### config.mk
export PLATFORM = sky130hd
export DESIGN_NAME = mem_line_adapter_flat
export DESIGN_NICKNAME = d
export VERILOG_FILES = /design/src/rtl/cache_pkg.sv /design/src/rtl/mem_line_adapter_if.sv /design/src/rtl/mem_line_adapter.sv /design/src/flat_wrapper.sv
export SDC_FILE = /design/constraint.sdc
export NUM_CORES = 1
export LEC_CHECK = 0
export CAP_MARGIN = 30
export CORE_AREA = 2 2 254 256
export CTS_CLUSTER_SIZE = 16
export DETAILED_ROUTE_END_ITERATION = 7
export DIE_AREA = 0 0 256 258
export GPL_TIMING_DRIVEN = 0
export PLACE_DENSITY_LB_ADDON = 0.2
export SLEW_MARGIN = 15
export SYNTH_ARGS = -nofsm -noshare
export SYNTH_HDL_FRONTEND = slang
export SYNTH_SLANG_ARGS = --single-unit
### constraint.sdc
create_clock -name clk -period 4.8 [get_ports clk]
set_clock_uncertainty 0.05 [all_clocks]
set_input_delay 0.96 -clock clk [delete_from_list [all_inputs] [get_ports clk]]
set_output_delay 0.96 -clock clk [all_outputs]
set_load 0.03 [all_outputs]
### src/rtl/cache_pkg.sv
// cache_pkg: line geometry and adapter FSM states shared across the cache slice
package cache_pkg;
  localparam int s_offset = 5;
  localparam int WORDS = 2**(s_offset-2);
  localparam int LINE_W = 32*WORDS;
  typedef enum logic [1:0] {IDLE, WRITE, READ, DONE} state_t;
endpackage

### src/rtl/mem_line_adapter_if.sv
// mem_line_adapter_if: cache-side line port plus memory-side word port
interface mem_line_adapter_if #(parameter int WORDS = cache_pkg::WORDS);
  logic line_read;
  logic line_write;
  logic [31:0] line_addr;
  logic [32*WORDS-1:0] line_wdata;
  logic [32*WORDS-1:0] line_rdata;
  logic line_resp;
  logic [31:0] mem_addr;
  logic mem_rd;
  logic mem_wr;
  logic [31:0] mem_wdata;
  logic [31:0] mem_rdata;
  logic mem_ready;
  modport slave(
    input line_read, line_write, line_addr, line_wdata, mem_rdata, mem_ready,
    output line_rdata, line_resp, mem_addr, mem_rd, mem_wr, mem_wdata
  );
  modport master(
    output line_read, line_write, line_addr, line_wdata, mem_rdata, mem_ready,
    input line_rdata, line_resp, mem_addr, mem_rd, mem_wr, mem_wdata
  );
endinterface

### src/rtl/mem_line_adapter.sv
// mem_line_adapter: serialises line fills/writebacks into 32-bit word memory beats
module mem_line_adapter #(
  parameter int s_offset = cache_pkg::s_offset,
  parameter int WORDS = 2**(s_offset-2)
) (
  input logic clk,
  input logic rst,
  mem_line_adapter_if.slave b
);
  import cache_pkg::*;
  localparam int CW = $clog2(WORDS);
  state_t state, state_n;
  logic [CW-1:0] cnt;
  logic [31:0] base;
  logic [32*WORDS-1:0] wbuf, rbuf;
  logic busy, last, beat, unused_addr;
  assign unused_addr = ^b.line_addr[s_offset-1:0];
  assign busy = state == WRITE || state == READ;
  assign last = cnt == CW'(WORDS-1);
  assign beat = busy && b.mem_ready;
  always_comb begin
    state_n = state;
    state_n = state == IDLE ? (b.line_write ? WRITE : b.line_read ? READ : IDLE)
            : state == DONE ? IDLE
            : (beat && last) ? DONE : state;
  end
  // memory-side outputs are decoded from state so reset clears them on the same edge
  always_comb begin
    b.mem_wr = state == WRITE;
    b.mem_rd = state == READ;
    b.mem_addr = busy ? base + 32'({cnt, 2'b00}) : '0;
    b.mem_wdata = state == WRITE ? wbuf[32*cnt +: 32] : '0;
    b.line_resp = state == DONE;
    b.line_rdata = rbuf;
  end
  always_ff @(posedge clk) begin
    if (rst) begin
      state <= IDLE;
      cnt <= '0;
      base <= '0;
      wbuf <= '0;
      rbuf <= '0;
    end else begin
      state <= state_n;
      if (state == IDLE && state_n != IDLE) begin
        base <= {b.line_addr[31:s_offset], {s_offset{1'b0}}};
        wbuf <= b.line_wdata;
        cnt <= '0;
      end
      if (beat) begin
        cnt <= last ? '0 : cnt + 1'b1;
        if (state == READ) rbuf[32*cnt +: 32] <= b.mem_rdata;
      end
    end
  end
endmodule
### src/flat_wrapper.sv
// flat-port wrapper written by rule: the top's interface ports become plain ports
module mem_line_adapter_flat import cache_pkg::*;
#(
  parameter int s_offset = cache_pkg::s_offset,
  parameter int WORDS = 2**(s_offset-2)
)
  (clk, rst, b_line_read, b_line_write, b_line_addr, b_line_wdata, b_mem_rdata, b_mem_ready, b_line_rdata, b_line_resp, b_mem_addr, b_mem_rd, b_mem_wr, b_mem_wdata);
  mem_line_adapter_if #(.WORDS(WORDS)) b_i ();
  input logic clk;
  input logic rst;
  input wire logic [$bits(b_i.line_read)-1:0] b_line_read;
  input wire logic [$bits(b_i.line_write)-1:0] b_line_write;
  input wire logic [$bits(b_i.line_addr)-1:0] b_line_addr;
  input wire logic [$bits(b_i.line_wdata)-1:0] b_line_wdata;
  input wire logic [$bits(b_i.mem_rdata)-1:0] b_mem_rdata;
  input wire logic [$bits(b_i.mem_ready)-1:0] b_mem_ready;
  output wire logic [$bits(b_i.line_rdata)-1:0] b_line_rdata;
  output wire logic [$bits(b_i.line_resp)-1:0] b_line_resp;
  output wire logic [$bits(b_i.mem_addr)-1:0] b_mem_addr;
  output wire logic [$bits(b_i.mem_rd)-1:0] b_mem_rd;
  output wire logic [$bits(b_i.mem_wr)-1:0] b_mem_wr;
  output wire logic [$bits(b_i.mem_wdata)-1:0] b_mem_wdata;
  assign b_i.line_read = b_line_read;
  assign b_i.line_write = b_line_write;
  assign b_i.line_addr = b_line_addr;
  assign b_i.line_wdata = b_line_wdata;
  assign b_i.mem_rdata = b_mem_rdata;
  assign b_i.mem_ready = b_mem_ready;
  assign b_line_rdata = b_i.line_rdata;
  assign b_line_resp = b_i.line_resp;
  assign b_mem_addr = b_i.mem_addr;
  assign b_mem_rd = b_i.mem_rd;
  assign b_mem_wr = b_i.mem_wr;
  assign b_mem_wdata = b_i.mem_wdata;
  mem_line_adapter #(.s_offset(s_offset), .WORDS(WORDS)) u_core (.clk(clk), .rst(rst), .b(b_i));
endmodule
== Yosys cells after proc, flatten, opt, wreduce, memory -nomap -nowiden ==
Cells that the tools add are included.
Storage, ports and cells
  memory bits (read-only): 0
  register bits: 544
  memories kept: 0
  latch bits: 0
  bits in writable memories: 0
  word-level logic and storage cells: 34
  bits of input ports: 325
Operators by class
  $mul: 0
  mux-type cells: 11
  bitwise gates (word level): 0
  shifts and indexed selects: 3
  add/sub/neg operators: 3
  $lt $le $gt $ge: 0
  eq/ne operators: 4
  reductions and logical operators: 8
  divide/modulo/power cells: 0
Operators by type and width (count)
  $bwmux 256: 1
  $shift 32x34->256 const A: 1
  $shiftx 256x9->32: 1
  $shiftx 32x34->256: 1
  $mux 32: 2
  $neg 8->34: 1
  $add 32x5->32: 1
  $mux 2: 5
  $mux 3: 3
  $eq 2x2->1 const B: 2
  $reduce_bool 2->1: 2
  $add 3x1->3 const B: 1
  $eq 3x3->1 const B: 1
  $logic_and 1x1->1: 3
  $eq 2x1->1 const B: 1
  $logic_not 2->1: 1
  $reduce_and 2->1: 1
  $logic_or 1x1->1: 1

== Longest topological paths before layout ==
Gate-level depths: netlist (run 1).
  word-level depth: 11
  mapped depth: 12

== Worst setup path before layout (run 1) ==
Ideal clock, no wire load.
  path kind: register -> output
  start: reg u_core.cnt[1]
  end: out b_mem_wdata[22]
  setup slack: 1815 ps
  cell stages (with the launch flop): 7
  arrival: 1975 ps
  required time: 3790 ps
  cell sequence: dfxtp_1 clkbuf_8 buf_4 clkbuf_1 mux4_2 nand2_1 a21boi_0
Between the ends
  word-level cells in the longest chain between the ends: 2
RTL lines
  from (decl): line mem_line_adapter.sv:13  | logic [CW-1:0] cnt;
  from (signal assigned): line mem_line_adapter.sv:51  | cnt <= last ? '0 : cnt + 1'b1;
  $shiftx 256x9->32: line mem_line_adapter.sv:32  | b.mem_wdata = state == WRITE ? wbuf[32*cnt +: 32] : '0;
  $mux 32: line mem_line_adapter.sv:32
  to (decl): line flat_wrapper.sv:22  | output wire logic [$bits(b_i.mem_wdata)-1:0] b_mem_wdata;
Every way passes these cells.

== Worst setup path in the final report (run 1) ==
  start: reg u_core.cnt[1]
  end: out b_mem_wdata[18]
Same word-level chain as after synthesis.

==> results of run 1 <==
layer usage:
metal,GRT usage [%],routed length [µm]
met5,0,79
met2,50.4,48200
met4,8.71,3020
met3,6.45,6480
met1,31.8,36800
through the flow:
stage	std cells	utilization (%)	cell area [µm²]	setup WS (ps)
CTS	4126	50.8	32300	154
detailed placement	4024	47.8	30400	683
global route	4130	50.8	32300	64.6
global placement	4022	47.7	30400	733
floorplan	2529	-	22900	1810
finish	4130	50.8	32300	156
cells in the mapped netlist (all sizes together) (2+ instances only):
| library cell | instances | area share [%] |
|---|---|---|
| a21boi | 33 | 1.1 |
| a21oi | 291 | 6.4 |
| a31oi | 2 | 0.055 |
| and2 | 30 | 0.82 |
| buf | 77 | 2.3 |
| clkbuf | 130 | 2.3 |
| dfxtp | 544 | 48 |
| ha | 9 | 0.49 |
| inv | 6 | 0.098 |
| mux2i | 221 | 9.6 |
| mux4 | 64 | 6.3 |
| nand2 | 704 | 12 |
| nand2b | 237 | 6.5 |
| nand3 | 33 | 0.72 |
| nand4b | 2 | 0.14 |
| nor2 | 5 | 0.14 |
| nor2b | 32 | 0.87 |
| nor4b | 3 | 0.27 |
| o21a | 2 | 0.065 |
| o21ai | 65 | 1.4 |
| o31ai | 3 | 0.098 |
| or2b | 17 | 0.65 |
| or3 | 3 | 0.098 |
critical path, delay by kind of cell, from the launching register on:
family	cells	cell delay, ps
mux	1	330
buf+inv	4	1770
compound gates	1	440
flops	1	360
simple gates	1	110
cell type report:
cell class	instances	area, µm²	area share [%]
Tap cell	855	1070	3.31
Clock inverter	14	184	0.569
Inverter	6	22.5	0.0696
Timing Repair Buffer	640	6410	19.8
Antenna cell	4	10.0	0.0309
Multi-Input combinational cell	1772	11000	33.9
Buffer	207	1050	3.23
Clock buffer	88	1740	5.39
Sequential cell	544	10900	33.7
power groups by stage:
stage / combinational, µW / clock, µW / sequential (µW)
global route: 2600 / 4800 / 5070
global placement: 2370 / 0 / 5120
CTS: 2420 / 4630 / 5040
floorplan: 1350 / 0 / 5090
finish: 2410 / 4560 / 5040
detailed placement: 2410 / 0 / 5140
state kept, by name, summed over array words and instances, names as in the netlist:
signal and cells:
u_core.state 2, u_core.wbuf 256, u_core.base 27, u_core.cnt 3, u_core.b.line_rdata 256
timing repair:
action                     CTS  global route
hold buffers                 0             0
gates resized for setup      1             0
setup endpoints to repair    1             0
worst paths after layout:
| kind | end | depth (start not counted) | from | slack (ps) |
|---|---|---|---|---|
| setup / recovery | b_mem_wdata[18] | 7 | u_core.cnt[1] | 160 |
| hold reg to reg | u_core.wbuf[231] | 2 | u_core.wbuf[231] | 400 |
| setup reg to reg | u_core.b.line_rdata[120] | 11 | u_core.cnt[1] | 900 |
| hold / removal | u_core.wbuf[231] | 2 | u_core.wbuf[231] | 400 |
cell families (layout without fill, tap and decap cells):
kind of cell / Yosys count / in the layout / synth area share [%]
AND/OR/NAND/NOR: 1078 / 1078 / 22.2
adder cells (fa/ha/maj): 9 / 9 / 0.491
buffers and inverters: 213 / 955 / 4.66
other: 1 / 6 / 0.0164
AO/OA/AOI/OAI: 398 / 398 / 9.15
flip-flops: 544 / 544 / 47.5
multiplexers: 285 / 285 / 15.9
==> flow_summary_export.csv, run 1 <==
group,metric,value,unit
outcome,status,"completed",
placement,routabilityCongestion,0.909,
cts,cts_tree,"built",
cts,postCtsSetupBuffers,0,
layout,syn2layout_area_growth,41.1,%
synthesis,syn-instance-count,2528,
cts,cts_sinks,544,
sta,worst_pin_slew,941,ps
global_route,grtUsageTotal,27.6,%
synthesis,async_reset_ff_share,0,%
die,dieHeight,258,µm
power,powerDensity,371,nW/µm²
min_path,holdCritPathClass,"reg2reg",
die,core,63600,µm²
global_route,grt_antenna_before_repair,10,
run,cap_violations,0,
synthesis,synth_seq_cells,544,
critical_path,endpoint_kind,"output pin",
critical_path,critPathArrivalTime,3630,ps
global_route,grt_pass1_vias,21100,
global_route,grt_pass1_wl,137000,µm
critical_path,startpoint_type,"flip-flop",
sta,final_hold_viol_count,0,
route,drtAntennaViolNets,0,
critical_path,path_cells,"clkbuf_8 > buf_4 > clkbuf_1 > mux4_2 > nand2_1 > a21boi_0 > clkdlybuf4s50_1",
layout,final_net_count,3562,
critical_path,worstPathMaxFanout,10,
layout,final_cell_mix,"nand2_1 (699), clkdlybuf4s50_1 (638), dfxtp_1 (544), a21oi_1 (291), nand2b_1 (237)",
cts,cts_buffers,57,
cts,clk_path_buf_depth,3,
global_route,gr-total-overflow,0,
sta,slew_viol_final,0,
power,peakVddDrop,0.246,mV
route,drt-initial-drc-count,1433,
synthesis,synth_ff_type,"dfxtp_1",
power,swShare,29.3,%
route,avgRoutedWirePerCell,22.9,µm
sta,period_share,96.7,%
sta,setup_violations,0,
die,initial_core_util,36.0,%
power,clockPowerShare,38.0,%
cts,clk_pin_slew,60,ps
placement,io_buffers,638,
layout,nFillCells,5913,
synthesis,synth_edf_count,0,
sta,max_slew_margin,37.1,%
die,die_w,256,µm
die,die_area,66000,µm²
synthesis,ys_types,50,
critical_path,slowest_stage,"clkdlybuf4s50_1",
die,num_rows,93,
synthesis,avgSynthCellArea,9.07,µm²
layout,layout-drive-gt1-share,8.04,%
placement,hpwl,76100,µm
die,pin_count,648,
power,power,12000,µW
layout,final_common_cell,"nand2_1",
cts,clockRootBuffer,"clkbuf_16",
critical_path,crit_type,"reg2out",
route,via_count,20800,
cts,htree_num_levels,2,
cts,clkLatencyLatePin,620,ps
route,first_pass_iters,5,
synthesis,yosysWarnings,0,
sta,period_needed,4640,ps
synthesis,syn_area,22900,µm²
critical_path,required,3790,ps
sta,finalSetupTns,0,ps
critical_path,critical-path-max-stage-delay,770,ps
power,p_sw,3520,µW
route,drt-total-wl,94600,µm
power,p_int,8490,µW
global_route,grt_start_max_net_pins,15,
synthesis,synth-seq-area-share,47.5,%
power,p_seq_share,42.0,%
sta,hold_slack,401,ps
route,drc_errors,0,
route,avgViaCountPerCell,5.05,
sta,fmax,215,MHz
sta,rsz0062_at_grt,"false",
power,leakage,0.0115,µW
power,combPwrFrac,20.1,%
Note: power is estimated with default switching activity, not from simulation.
==> run 2, diff against run 1 <==
Settings changed: SLEW_MARGIN 15 to 20.
Clock period 4.8 ns to 5.77 ns, I/O delays scaled along.
==> run 2 against run 1 <==
Against the previous run: highest routed layer unchanged; critical endpoint is now b_mem_wdata[31]; largest cell class unchanged; critical path type unchanged; combinational power shrank 17%; sequential share of layout area is the same; total power shrank 17%.
==> flow_summary_export.csv, run 2 (synthesized netlist as in run 1, its figures left out) <==
group,metric,value,unit
route,drtAntennaViolNets,0,
critical_path,critPathArrivalTime,3680,ps
critical_path,crit_type,"reg2out",
critical_path,startpoint_type,"flip-flop",
critical_path,slowest_stage,"clkdlybuf4s50_1",
critical_path,worstSetupStartpoint,"u_core.cnt[1]",
global_route,grt_pass1_vias,21100,
run,cap_violations,0,
placement,placed_cells,4024,
die,core,63600,µm²
sta,fmax,205,MHz
power,leakage,0.0115,µW
sta,finalSetupTns,0,ps
placement,io_buffers,638,
sta,period_needed,4890,ps
layout,nFillCells,5913,
die,num_rows,93,
die,initial_core_util,36.0,%
die,die_w,256,µm
layout,stdcell_count,4130,
sta,finalWorstSetupSlack,883,ps
cts,htree_num_levels,2,
sta,period_share,84.7,%
route,avgViaCountPerCell,5.05,
global_route,met3_usage,6.45,%
global_route,grtUsageTotal,27.6,%
route,via_count,20900,
critical_path,critical-path-max-stage-delay,830,ps
route,drt-total-wl,94600,µm
cts,clkLatencyLatePin,620,ps
min_path,holdCritPathClass,"reg2reg",
placement,hpwl,76100,µm
global_route,grt_start_max_net_pins,15,
critical_path,required,4570,ps
route,drc_errors,0,
layout,final_common_cell,"nand2_1",
critical_path,r2r-end,"u_core.b.line_rdata[120]",
global_route,top_usage_layer,"met2",
critical_path,setup.worst_path.end,"b_mem_wdata[31]",
layout,syn2layout_area_growth,41.1,%
placement,post-place-ws,1460,ps
sta,hold_slack,401,ps
power,powerDensity,309,nW/µm²
die,dieHeight,258,µm
sta,rsz0062_at_grt,"false",
cts,postCtsHoldBufs,0,
route,first_pass_iters,5,
cts,postCtsSetupBuffers,0,
outcome,status,"completed",
layout,final_net_count,3562,
global_route,met1_usage,31.8,%
cts,clk_path_buf_depth,3,
cts,cts_sinks,544,
sta,slew_viol_final,0,
global_route,gr-total-overflow,0,
layout,layout-drive-gt1-share,8.04,%
die,pin_count,648,
cts,clockRootBuffer,"clkbuf_16",
cts,ctsResizeCount,0,
sta,max_slew_margin,37.0,%
critical_path,regToRegSetupSlack,1870,ps
power,peakVddDrop,0.205,mV
cts,clk_pin_slew,60,ps
route,avgRoutedWirePerCell,22.9,µm
die,die_area,66000,µm²
critical_path,worstPathMaxFanout,10,
critical_path,regToRegStartpoint,"u_core.cnt[1]",
sta,final_hold_viol_count,0,
cts,cts_tree,"built",
sta,worst_pin_slew,942,ps
critical_path,r2r_cells,11,
placement,routabilityCongestion,0.909,
route,drt-initial-drc-count,1433,
sta,setup_violations,0,
cts,cts_buffers,57,
global_route,globalRouteMet2Util,50.4,%
layout,final_cell_mix,"nand2_1 (699), clkdlybuf4s50_1 (638), dfxtp_1 (544), a21oi_1 (291), nand2b_1 (237)",
global_route,grt_pass1_wl,137000,µm
global_route,grt_antenna_before_repair,10,
critical_path,path_cells,"clkbuf_8 > clkbuf_1 > mux4_2 > nand2_1 > a21boi_0 > clkdlybuf4s50_1",
critical_path,endpoint_kind,"output pin",
## run 2: how the worst min path moves through the flow
stage                                 from          endpoint  slack, ps  cells past startpoint
final                     u_core.wbuf[231]  u_core.wbuf[231]        400                      2
after global routing       u_core.wbuf[74]   u_core.wbuf[74]        420                      2
after CTS                  u_core.base[25]   u_core.base[25]        400                      2
after detailed placement   u_core.base[25]   u_core.base[25]        390                      2
after global placement     u_core.base[26]   u_core.base[26]        390                      2
after floorplan            u_core.base[10]   u_core.base[10]        380                      2
## run 2: worst max-delay path, delay by kind of cell (launching register included)
| kind | cells | cell delay, ps |
|---|---|---|
| AOI/OAI and AO/OA | 1 | 680 |
| buffers and inverters | 3 | 1620 |
| DFF | 1 | 360 |
| muxes | 1 | 330 |
| and+or+nand+nor | 1 | 50 |
## run 2: area by class of cell
cell class / count / area (µm²) / share of cell area, %
flip-flops and latches: 544 / 10900 / 33.7
clock inverters: 14 / 184 / 0.569
multi-input cells: 1772 / 11000 / 33.9
diodes: 4 / 10.0 / 0.0309
inverters: 6 / 22.5 / 0.0696
plain buffers: 207 / 1050 / 3.23
repair buffers: 640 / 6410 / 19.8
well taps: 855 / 1070 / 3.31
clock buffers: 88 / 1740 / 5.39
## run 2: power by group
group	leakage [µW]	switching, µW	total [µW]	internal (µW)
Clock	0.000953	1550	3790	2240
Sequential	0.00443	156	4200	4040
Combinational	0.00606	1220	2000	783
Total	0.0115	2930	9990	7070
## run 2: routing by layer
layer | part of all wire, % | vias up
met2 | 51 | 803
met1 | 39 | 10100
li1 | - | 9780
met3 | 6.8 | 172
met4 | 3.2 | 12
met5 | 0.084 | -
## run 2: stage by stage
stage / utilization (%) / instance area, µm² / total power, µW
floorplan: - / 22900 / 5360
global placement: 47.7 / 30400 / 6230
detailed placement: 47.8 / 30400 / 6280
CTS: 50.8 / 32300 / 10100
global route: 50.8 / 32300 / 10400
finish: 50.8 / 32300 / 9990
